File: src/rtl/alu_seq_pkg.sv
// Shared definitions for the ALU execute-stage sequencer.
//   - ALU op codes (5-bit; bit0 selects the byte variant)
//   - PSW bit positions
//   - sequencer state encoding
package alu_seq_pkg;

    localparam logic [4:0] OP_ADD    = 5'b00000;
    localparam logic [4:0] OP_ADD_B  = 5'b00001;
    localparam logic [4:0] OP_ADDC   = 5'b00010;
    localparam logic [4:0] OP_ADDC_B = 5'b00011;
    localparam logic [4:0] OP_SUB    = 5'b00100;
    localparam logic [4:0] OP_SUB_B  = 5'b00101;
    localparam logic [4:0] OP_SUBC   = 5'b00110;
    localparam logic [4:0] OP_SUBC_B = 5'b00111;
    localparam logic [4:0] OP_DADD   = 5'b01000;
    localparam logic [4:0] OP_DADD_B = 5'b01001;
    localparam logic [4:0] OP_CMP    = 5'b01010;
    localparam logic [4:0] OP_CMP_B  = 5'b01011;
    localparam logic [4:0] OP_AND    = 5'b01100;
    localparam logic [4:0] OP_AND_B  = 5'b01101;
    localparam logic [4:0] OP_BIC    = 5'b01110;
    localparam logic [4:0] OP_BIC_B  = 5'b01111;
    localparam logic [4:0] OP_BIS    = 5'b10000;
    localparam logic [4:0] OP_BIS_B  = 5'b10001;
    localparam logic [4:0] OP_BIT    = 5'b10010;
    localparam logic [4:0] OP_BIT_B  = 5'b10011;
    localparam logic [4:0] OP_XOR    = 5'b10100;
    localparam logic [4:0] OP_XOR_B  = 5'b10101;
    localparam logic [4:0] OP_MOV    = 5'b10110;
    localparam logic [4:0] OP_MOV_B  = 5'b10111;
    localparam logic [4:0] OP_RRA    = 5'b11000;
    localparam logic [4:0] OP_RRA_B  = 5'b11001;
    localparam logic [4:0] OP_RRC    = 5'b11010;
    localparam logic [4:0] OP_RRC_B  = 5'b11011;

    // PSW bit positions
    localparam int PSW_V = 4;
    localparam int PSW_S = 3;
    localparam int PSW_N = 2;
    localparam int PSW_Z = 1;
    localparam int PSW_C = 0;

    typedef enum logic [1:0] {
        IDLE = 2'd0,
        READ = 2'd1,
        EXEC = 2'd2,
        WB   = 2'd3
    } state_e;

endpackage

File: src/rtl/alu_op_class.sv
// Op-code classifier for the ALU sequencer.
//   op            : 5-bit ALU op code
//   writes_result : instruction writes its result back to the register file
//   illegal       : op code is in the reserved range 11100-11111
module alu_op_class
    import alu_seq_pkg::*;
(
    input  logic [4:0] op,
    output logic       writes_result,
    output logic       illegal
);

    always_comb begin
        // NOTE: every output gets a default first so no path leaves it unassigned (no latch).
        illegal       = (op[4:2] == 3'b111);
        writes_result = !illegal;
        // Compare and bit-test only affect the PSW.
        if (op == OP_CMP || op == OP_CMP_B || op == OP_BIT || op == OP_BIT_B) begin
            writes_result = 1'b0;
        end
    end

endmodule

File: src/rtl/alu_sequencer.sv
// Execute-stage controller: accepts one decoded ALU instruction at a time,
// reads operands from the register file, drives the ALU, writes the result
// back and owns the architectural PSW.
//   clk, rst                 : clock, synchronous active-high reset
//   req_*                    : decoded request, valid/ready handshake
//   rf_rd_addr_*/rf_rd_data_*: register-file reads (1-cycle registered data)
//   alu_*                    : combinational ALU interface
//   rf_wr_*                  : register-file write port
//   psw_ld_en/psw_ld_data    : external PSW load, highest priority
//   psw, busy, done, illegal : status
module alu_sequencer
    import alu_seq_pkg::*;
#(
    parameter int DW  = 16,
    parameter int RAW = 3,
    parameter int OPW = 6
) (
    input  logic           clk,
    input  logic           rst,
    input  logic           req_valid,
    output logic           req_ready,
    input  logic [4:0]     req_op,
    input  logic [RAW-1:0] req_dst,
    input  logic [RAW-1:0] req_src,
    input  logic           req_rc,
    input  logic [DW-1:0]  req_const,
    input  logic           req_upd,
    output logic [RAW-1:0] rf_rd_addr_a,
    output logic [RAW-1:0] rf_rd_addr_b,
    input  logic [DW-1:0]  rf_rd_data_a,
    input  logic [DW-1:0]  rf_rd_data_b,
    output logic [DW-1:0]  alu_op1,
    output logic [DW-1:0]  alu_op2,
    output logic [OPW-1:0] alu_instr,
    output logic           alu_opt,
    output logic [DW-1:0]  alu_psw_i,
    input  logic [DW-1:0]  alu_result,
    input  logic [DW-1:0]  alu_psw_o,
    output logic           rf_wr_en,
    output logic [RAW-1:0] rf_wr_addr,
    output logic [DW-1:0]  rf_wr_data,
    input  logic           psw_ld_en,
    input  logic [DW-1:0]  psw_ld_data,
    output logic [DW-1:0]  psw,
    output logic           busy,
    output logic           done,
    output logic           illegal
);

    state_e         state_q, state_d;
    logic [4:0]     op_q, op_d;
    logic [RAW-1:0] dst_q, dst_d;
    logic [RAW-1:0] src_q, src_d;
    logic           rc_q, rc_d;
    logic           upd_q, upd_d;
    logic [DW-1:0]  const_q, const_d;
    logic [DW-1:0]  res_q, res_d;
    logic [DW-1:0]  cpsw_q, cpsw_d;
    logic [DW-1:0]  psw_q, psw_d;

    logic writes_result;
    logic op_illegal;

    alu_op_class u_op_class (
        .op            (op_q),
        .writes_result (writes_result),
        .illegal       (op_illegal)
    );

    always_comb begin
        state_d = state_q;
        op_d    = op_q;
        dst_d   = dst_q;
        src_d   = src_q;
        rc_d    = rc_q;
        upd_d   = upd_q;
        const_d = const_q;
        res_d   = res_q;
        cpsw_d  = cpsw_q;
        psw_d   = psw_q;

        unique case (state_q)
            IDLE: begin
                // req_ready is high exactly in IDLE, so req_valid alone means a transfer.
                if (req_valid) begin
                    op_d    = req_op;
                    dst_d   = req_dst;
                    src_d   = req_src;
                    rc_d    = req_rc;
                    upd_d   = req_upd;
                    const_d = req_const;
                    state_d = READ;
                end
            end
            READ: state_d = EXEC;
            EXEC: begin
                res_d   = alu_result;
                cpsw_d  = alu_psw_o;
                state_d = WB;
            end
            WB: begin
                // Loaded even without req_upd: the ALU already preserves flags it must not touch.
                if (!op_illegal) psw_d = cpsw_q;
                state_d = IDLE;
            end
            default: state_d = IDLE;
        endcase

        if (psw_ld_en) psw_d = psw_ld_data;
    end

    always_ff @(posedge clk) begin
        // NOTE: synchronous reset; an abort mid-instruction simply returns to IDLE before WB.
        if (rst) begin
            state_q <= IDLE;
            op_q    <= '0;
            dst_q   <= '0;
            src_q   <= '0;
            rc_q    <= 1'b0;
            upd_q   <= 1'b0;
            const_q <= '0;
            res_q   <= '0;
            cpsw_q  <= '0;
            psw_q   <= '0;
        end else begin
            // NOTE: non-blocking assignments so every flop samples pre-edge values.
            state_q <= state_d;
            op_q    <= op_d;
            dst_q   <= dst_d;
            src_q   <= src_d;
            rc_q    <= rc_d;
            upd_q   <= upd_d;
            const_q <= const_d;
            res_q   <= res_d;
            cpsw_q  <= cpsw_d;
            psw_q   <= psw_d;
        end
    end

    assign req_ready    = (state_q == IDLE);
    assign busy         = (state_q != IDLE);
    assign done         = (state_q == WB);
    assign illegal      = (state_q == WB) && op_illegal;

    assign rf_rd_addr_a = dst_q;
    assign rf_rd_addr_b = src_q;

    // Read data arrives one cycle after READ, so the operands are valid throughout EXEC.
    assign alu_op1      = rf_rd_data_a;
    assign alu_op2      = rc_q ? const_q : rf_rd_data_b;
    assign alu_instr    = {{(OPW-5){1'b0}}, op_q};
    assign alu_opt      = upd_q;
    assign alu_psw_i    = psw_q;

    assign rf_wr_en     = (state_q == WB) && writes_result;
    assign rf_wr_addr   = dst_q;
    assign rf_wr_data   = res_q;
    assign psw          = psw_q;

endmodule

File: config.mk
export PLATFORM = sky130hd
export DESIGN_NAME = alu_sequencer
export DESIGN_NICKNAME = d
export VERILOG_FILES = /design/src/rtl/alu_seq_pkg.sv /design/src/rtl/alu_op_class.sv /design/src/rtl/alu_sequencer.sv
export SDC_FILE = /design/constraint.sdc
export NUM_CORES = 1
export LEC_CHECK = 0
export CAP_MARGIN = 40
export CORE_MARGIN = 3
export CORE_UTILIZATION = 30
export CTS_BUF_LIST = sky130_fd_sc_hd__clkbuf_4 sky130_fd_sc_hd__clkbuf_8
export CTS_CLUSTER_DIAMETER = 150
export DETAILED_ROUTE_END_ITERATION = 8
export PLACE_DENSITY = 0.77
export SLEW_MARGIN = 10
export SYNTH_ARGS = -nofsm -noshare
export SYNTH_HDL_FRONTEND = slang
export SYNTH_SLANG_ARGS = --single-unit
File: constraint.sdc
create_clock -name clk -period 2.4 [get_ports clk]
set_clock_uncertainty 0.2 [all_clocks]
set_input_delay 0.6 -clock clk [delete_from_list [all_inputs] [get_ports clk]]
set_output_delay 0.6 -clock clk [all_outputs]
set_load 0.03 [all_outputs]
Yosys cells after proc, flatten, opt, wreduce, memory -nomap -nowiden
Index checks and enable logic that the tools add are counted.
W data, S select, Z words.

operators by class
  multiplexer cells = 7
  reductions and logical operators = 11
  equal/unequal tests = 10

operators by type and width
  kind                  number
  $mux W16              4
  $eq A5 B4 Y1 const B  2
  $eq A5 B5 Y1 const B  2
  $pmux W2 S4           1
  $eq A2 B2 Y1 const B  2
  $ne A2 B2 Y1 const B  2
  $reduce_and A2 Y1     2
  $reduce_bool A2 Y1    2
  $eq A3 B3 Y1 const B  1
  $logic_or A1 B1 Y1    3
  $eq A2 B1 Y1 const B  1
  $logic_and A1 B1 Y1   2
  $logic_not A2 Y1      1
  $mux W2               1
  $logic_not A1 Y1      1
  $mux W1               1

word-level totals
  word-level logic and storage cells = 38
  output and inout bits = 101
  flip-flop bits (word level) = 79
  input bits = 113

Depth between registers and ports, before layout
Gate-level depths: netlist (run 1).

  depth in word-level cells = 6
  depth in mapped cells = 7
  mapped depth without buffers = 5

Cells and area by module
A second synthesis (run 1) with hierarchy kept.

unflattened totals
  cell total of the unflattened synthesis = 398
  area total of the unflattened synthesis = 3611.0 um^2

modules (own cells, without submodules)
  module         times used  cells an instance  seq. area each (um^2)  area an instance (um^2)
  alu_sequencer  1           394                1581.5                 3569.7
  alu_op_class   1           4                  0.0                    41.3

Worst setup path before layout (run 1)
OpenSTA, ideal clock, no wires.

  kind = reg2out
  from = register state_q[0]
  to = output port rf_wr_en
  stages on the path, launching flop included = 6
  slack = -372 ps
  data required time = 1600 ps
  path buffers = 2
  arrival time = 1972 ps
  path through = dfxtp_1 ha_1 buf_2 inv_1 buf_12 a311oi_1

between the ends
  longest elaborated chain between the ends = 2

ends and longest elaborated chain
  what                    RTL line              text
  from (decl)             alu_sequencer.sv:50   state_e state_q, state_d;
  from (signal assigned)  alu_sequencer.sv:127  state_q <= state_d;
  $eq A2 B2 Y1            --
  net done                alu_sequencer.sv:46   output logic done,
  $logic_and A1 B1 Y1     alu_sequencer.sv:155  assign rf_wr_en = (state_q == WB) && writes_result;
  to (decl)               alu_sequencer.sv:39   output logic rf_wr_en,

The timed path passes the listed nets, and every way through them passes these cells.

Worst setup path in the final report (run 1)
  from = register op_q[3]
  to = output port alu_instr[3]

RTL lines
  what                    RTL line              text
  from (decl)             alu_sequencer.sv:51   logic [4:0] op_q, op_d;
  from (signal assigned)  alu_sequencer.sv:128  op_q <= op_d;
  to (decl)               alu_sequencer.sv:34   output logic [OPW-1:0] alu_instr,

No word-level cell between the ends.

==> results of run 1 <==
[sequential cells by signal, summed over array words and instances, names as in the netlist]
| name | flops |
|---|---|
| alu_opt | 1 |
| alu_psw_i | 16 |
| const_q | 16 |
| cpsw_q | 16 |
| op_q | 5 |
| rc_q | 1 |
| rf_rd_addr_a | 3 |
| rf_rd_addr_b | 3 |
| rf_wr_data | 16 |
| state_q | 2 |
[area by class of cell]
cell class,count,area share
clock buffer,9,0.0226
clock inverter,7,0.0217
inverter,21,0.0144
multi-input combinational,232,0.276
sequential,79,0.289
tap,143,0.0326
timing repair buffer,191,0.344
[logic make-up after synthesis]
| kind of cell | synth area share |
|---|---|
| simple gates | 0.106 |
| buf+inv | 0.147 |
| compound gates | 0.154 |
| flops | 0.440 |
| mux | 0.139 |
| fa+ha+maj | 0.0104 |
| other cells | 0.00104 |
| xor+xnor | 0.00244 |
[synth_stat cells]
cell type	number	share of area
dfxtp_1	79	0.44
clkbuf_1	9	0.0094
o21ai_1	7	0.0097
a221oi_2	9	0.038
buf_4	38	0.079
buf_6	1	0.0031
nand2_1	59	0.062
buf_2	15	0.021
inv_1	21	0.022
a31oi_1	16	0.028
mux2i_1	32	0.089
o21ai_0	8	0.011
nor2_1	35	0.037
a221oi_1	7	0.017
conb_1	1	0.0010
and2_1	1	0.0017
a311oi_1	1	0.0024
and3_1	1	0.0017
xor2_1	1	0.0024
buf_12	2	0.011
mux2_2	16	0.050
or3_1	1	0.0017
a211oi_1	1	0.0021
o21ai_2	2	0.0049
a21oi_1	30	0.042
nand3_2	1	0.0028
buf_1	1	0.0010
ha_1	3	0.010
[worst min-delay path, stage by stage (launching register included)]
cell and delay (ns):
dfxtp_1 0.31, nand2_1 0.05, a21oi_1 0.05
[metrics by stage]
step                      instance area [µm²]  instances  power, mW  setup WS (ns)
after floorplan                          3620        398       3.05         0.0237
after global placement                   5240        666       3.69          0.134
after detailed placement                 5240        666       3.74          0.122
after CTS                                5490        682       4.93         0.0150
after global routing                     5490        682       5.15        0.00121
final                                    5490        682       4.86         0.0601
[how the worst min path moves through the flow]
stage	from	to	depth (start not counted)
finish	alu_opt$_SDFFE_PP0P_	alu_opt$_SDFFE_PP0P_	2
floorplan	const_q[0]$_SDFFE_PP0P_	const_q[0]$_SDFFE_PP0P_	2
global placement	const_q[14]$_SDFFE_PP0P_	const_q[14]$_SDFFE_PP0P_	2
detailed placement	rf_rd_addr_b[2]$_SDFFE_PP0P_	rf_rd_addr_b[2]$_SDFFE_PP0P_	2
CTS	rf_rd_addr_b[2]$_SDFFE_PP0P_	rf_rd_addr_b[2]$_SDFFE_PP0P_	2
global route	const_q[13]$_SDFFE_PP0P_	const_q[13]$_SDFFE_PP0P_	2
[power by group]
| group | total [mW] | internal (mW) | switching (mW) |
|---|---|---|---|
| Combinational | 1.97 | 0.876 | 1.10 |
| Clock | 1.19 | 0.692 | 0.500 |
| Sequential | 1.69 | 1.55 | 0.143 |
[layer usage]
| metal | part of all wire | track usage | up-vias | wire length, µm |
|---|---|---|---|---|
| met4 | 0.012 | 0.0579 | 0 | 116 |
| met2 | 0.50 | 0.248 | 134 | 4760 |
| met3 | 0.075 | 0.0407 | 7 | 712 |
| met5 | 0 | 0 | - | 0 |
| li1 | - | - | 1573 | - |
| met1 | 0.41 | 0.161 | 1462 | 3960 |
==> reports/metrics.cfg, run 1 <==
[clocking]
cts_setup_buffers = 0
cts_resized = 3
cts-root-buf = clkbuf_8
clock_latency_ns = 0.36
cts_hold_buffers = 0
cts_buffers = 9
cts_buffer_depth = 2
cts_tree = yes
cts.reportedPaths.clkPinSlew_ns = 0.09
cts_max_level = 3
cts.sinks = 79

[job]
drv_cap = 0

[synth]
synth_cells = 398
synth.avg_cell_area_um2 = 9.04
ys_seq_elements = 79
yosysWarnings = 0
syn-num-nets = 514
synth_seq_area_share = 0.440
ys_types = 28
netlist_area_um2 = 3600

[routing]
wire_per_inst_um = 14.0
avgViaCountPerCell = 4.66
wirelength_um = 9550
drc = 0
drt-initial-drc-count = 163
ant_nets = 0
drt_pass1_iterations = 4
vias = 3176

[critical_path]
required_ns = 1.60
path_class = reg2out
r2r_start = op_q[3]$_SDFFE_PP0P_
crit_path_end = alu_instr[3]
path_depth = 1
path_buf_inv = 1
slowest_stage = clkdlybuf4s50_1
path_cells = clkdlybuf4s50_1
cp_top_family = buffers and inverters
crit_fanout = 5
crit_arrival_ns = 1.54
worstRegToRegCells = 4
critical_path.endpoint_type = primary output
cp-startpoint = op_q[3]$_SDFFE_PP0P_
rr_endpoint = alu_psw_i[5]$_SDFFE_PP0P_
worst-r2r-setup-slack_ns = 0.76
max_stage_delay_ns = 0.74
start_kind = flop

[sta]
slew_viol_final = 0
rsz0062_at_grt = no
finalCriticalPeriod_ns = 2.34
hold_slack_ns = 0.258
hold_viol = 0
setup_viol = 0
fin_crit_sh = 0.975
max_clock_freq_ghz = 0.427
fin_tns_setup_ns = 0

[placed_design]
gp_congestion = 0.705
portBuffers = 180
dp_hpwl_um = 7220

[power]
vdd.ir_drop.worst_mv = 0.512
p_per_area_nw_per_um2 = 886
total_leakage_power_nw = 2.06

[global_route]
grt_pass1_vias = 3211
grt_use_total = 0.142
grt_start_max_net_pins = 42
grt_pass1_wl_um = 15200
antenna_found_initial = 0
overflow = 0

[die]
design.core.area_um2 = 11600
die_y_um = 116
core.rowCount = 39
die-area_um2 = 13300
io_pins = 214
die_w_um = 116
initial_core_util = 0.311

[finish]
antenna_cells = 0
fillers = 1061
final_common_cell = clkdlybuf4s50_1
multi_input_area_um2 = 1510
layout-drive-gt1-share = 0.152
final_core_util = 0.474
seqCellArea_um2 = 1580
area_growth_syn_to_layout_pct = 52.5
mostFrequentLayoutCells = 158 x clkdlybuf4s50_1, 77 x dfxtp_1, 59 x nand2_1
finalNetCount = 650

[outcome]
status = finished, final reports clean

[min_path]
min_path_type = reg2reg

Note: power is estimated with default switching activity, not from simulation.
==> run 2: changes to the inputs <==
--- a/config.mk
+++ b/config.mk
@@ -6,12 +6,14 @@
 export NUM_CORES = 1
 export LEC_CHECK = 0
 export CAP_MARGIN = 40
+export CELL_PAD_IN_SITES_DETAIL_PLACEMENT = 0
+export CELL_PAD_IN_SITES_GLOBAL_PLACEMENT = 1
 export CORE_MARGIN = 3
-export CORE_UTILIZATION = 30
+export CORE_UTILIZATION = 29
 export CTS_BUF_LIST = sky130_fd_sc_hd__clkbuf_4 sky130_fd_sc_hd__clkbuf_8
 export CTS_CLUSTER_DIAMETER = 150
 export DETAILED_ROUTE_END_ITERATION = 8
-export PLACE_DENSITY = 0.77
+export PLACE_DENSITY = 0.95
 export SLEW_MARGIN = 10
 export SYNTH_ARGS = -nofsm -noshare
 export SYNTH_HDL_FRONTEND = slang
==> reports/metrics.cfg, run 2 (synthesized netlist as in run 1, its figures left out) <==
[die]
die_y_um = 117
die_w_um = 117
die-area_um2 = 13800
initial_core_util = 0.298
design.core.area_um2 = 12100
io_pins = 214
core.rowCount = 40

[power]
total_leakage_power_nw = 2.05
p_sw_frac = 0.365
p_comb_frac = 0.416
p_per_area_nw_per_um2 = 863
p_int_mw = 3.00
pwr-share-clk = 0.227
vdd.ir_drop.worst_mv = 0.413
totalPowerFinal_mw = 4.72
p_switching_mw = 1.72
share_seq_of_total_power = 0.357

[routing]
avgViaCountPerCell = 4.53
drc = 0
ant_nets = 0
drt-initial-drc-count = 139
drt_pass1_iterations = 4
vias = 3204
wire_per_inst_um = 13.5
wirelength_um = 9530

[clocking]
cts_tree = yes
cts_max_level = 3
cts_hold_buffers = 0
cts_buffers = 9
cts.reportedPaths.clkPinSlew_ns = 0.08
clock_latency_ns = 0.34
cts_buffer_depth = 2
cts-root-buf = clkbuf_8
cts.sinks = 79

[placed_design]
place_ws_ns = 0.124
post-place-cells = 691
gp_congestion = 0.730
portBuffers = 180
dp_hpwl_um = 7220

[sta]
max_clock_freq_ghz = 0.433
layout_setup_ws_ns = 0.0909
finalCriticalPeriod_ns = 2.31
slew_viol_final = 0
fin_tns_setup_ns = 0
hold_viol = 0
rsz0062_at_grt = no
fin_crit_sh = 0.962
hold_slack_ns = 0.259
setup_viol = 0

[critical_path]
crit_arrival_ns = 1.51
start_kind = flop
path_cells = clkdlybuf4s50_1
max_stage_delay_ns = 0.73
required_ns = 1.60
path_buf_inv = 1
crit_fanout = 5
cp_top_family = buffers and inverters
critical_path.endpoint_type = primary output
slowest_stage = clkdlybuf4s50_1
path_class = reg2out

[job]
drv_cap = 0

[outcome]
status = finished, final reports clean

[finish]
final_common_cell = clkdlybuf4s50_1
final_cells = 707
antenna_cells = 0
finalNetCount = 650
layout-drive-gt1-share = 0.148
area_growth_syn_to_layout_pct = 52.1
mostFrequentLayoutCells = 158 x clkdlybuf4s50_1, 79 x dfxtp_1, 59 x nand2_1

[global_route]
overflow = 0
grt_start_max_net_pins = 80
grt_use_total = 0.135
antenna_found_initial = 0
grt_pass1_wl_um = 15500
grt_pass1_vias = 3238

[min_path]
min_path_type = reg2reg

[run 2: worst paths after layout]
path / startpoint / end / slack [ns] / depth (start not counted)
worst max register to register: state_q[0]$_SDFFE_PP0P_ / alu_psw_i[4]$_SDFFE_PP0P_ / 0.77 / 5
worst max-delay path: op_q[3]$_SDFFE_PP0P_ / alu_instr[3] / 0.09 / 1
worst min register to register: const_q[13]$_SDFFE_PP0P_ / const_q[13]$_SDFFE_PP0P_ / 0.26 / 2
worst min-delay path: const_q[13]$_SDFFE_PP0P_ / const_q[13]$_SDFFE_PP0P_ / 0.26 / 2
[run 2: layout make-up]
type | count | area [µm²]
well taps | 168 | 210
multi-input cells | 232 | 1510
flip-flops and latches | 79 | 1580
inverters | 21 | 78.8
fillers | 1188 | 6590
repair buffers | 191 | 1880
clock buffers | 10 | 131
clock inverters | 6 | 85.1
[run 2: power groups by stage]
stage | logic [mW] | clock network, mW | registers, mW
6_report | 1.96 | 1.07 | 1.69
5_1_grt | 2.12 | 1.18 | 1.72
4_1_cts | 1.99 | 1.12 | 1.69
3_5_place_dp | 2.00 | 0 | 1.72
3_3_place_gp | 1.97 | 0 | 1.71
2_1_floorplan | 1.14 | 0 | 1.91
[run 2: repair_timing]
action | CTS | global route
pin swaps | 0 | 0
endpoints found under the setup margin | 2 | 2
buffers inserted | 0 | 0
resized for setup | 2 | 3
[run 2: routing by layer]
layer,up-vias,routed length [µm],global-route usage
met5,-,0,0
li1,1575,-,-
met2,131,4650,0.234
met4,0,221,0.0616
met3,21,688,0.0357
met1,1477,3970,0.155
[run 2: metrics by stage]
step | instance area, µm² | util
3_5_place_dp | 5260 | 0.436
6_report | 5470 | 0.454
5_1_grt | 5470 | 0.454
3_3_place_gp | 5260 | 0.436
4_1_cts | 5480 | 0.454
2_1_floorplan | 3620 | -
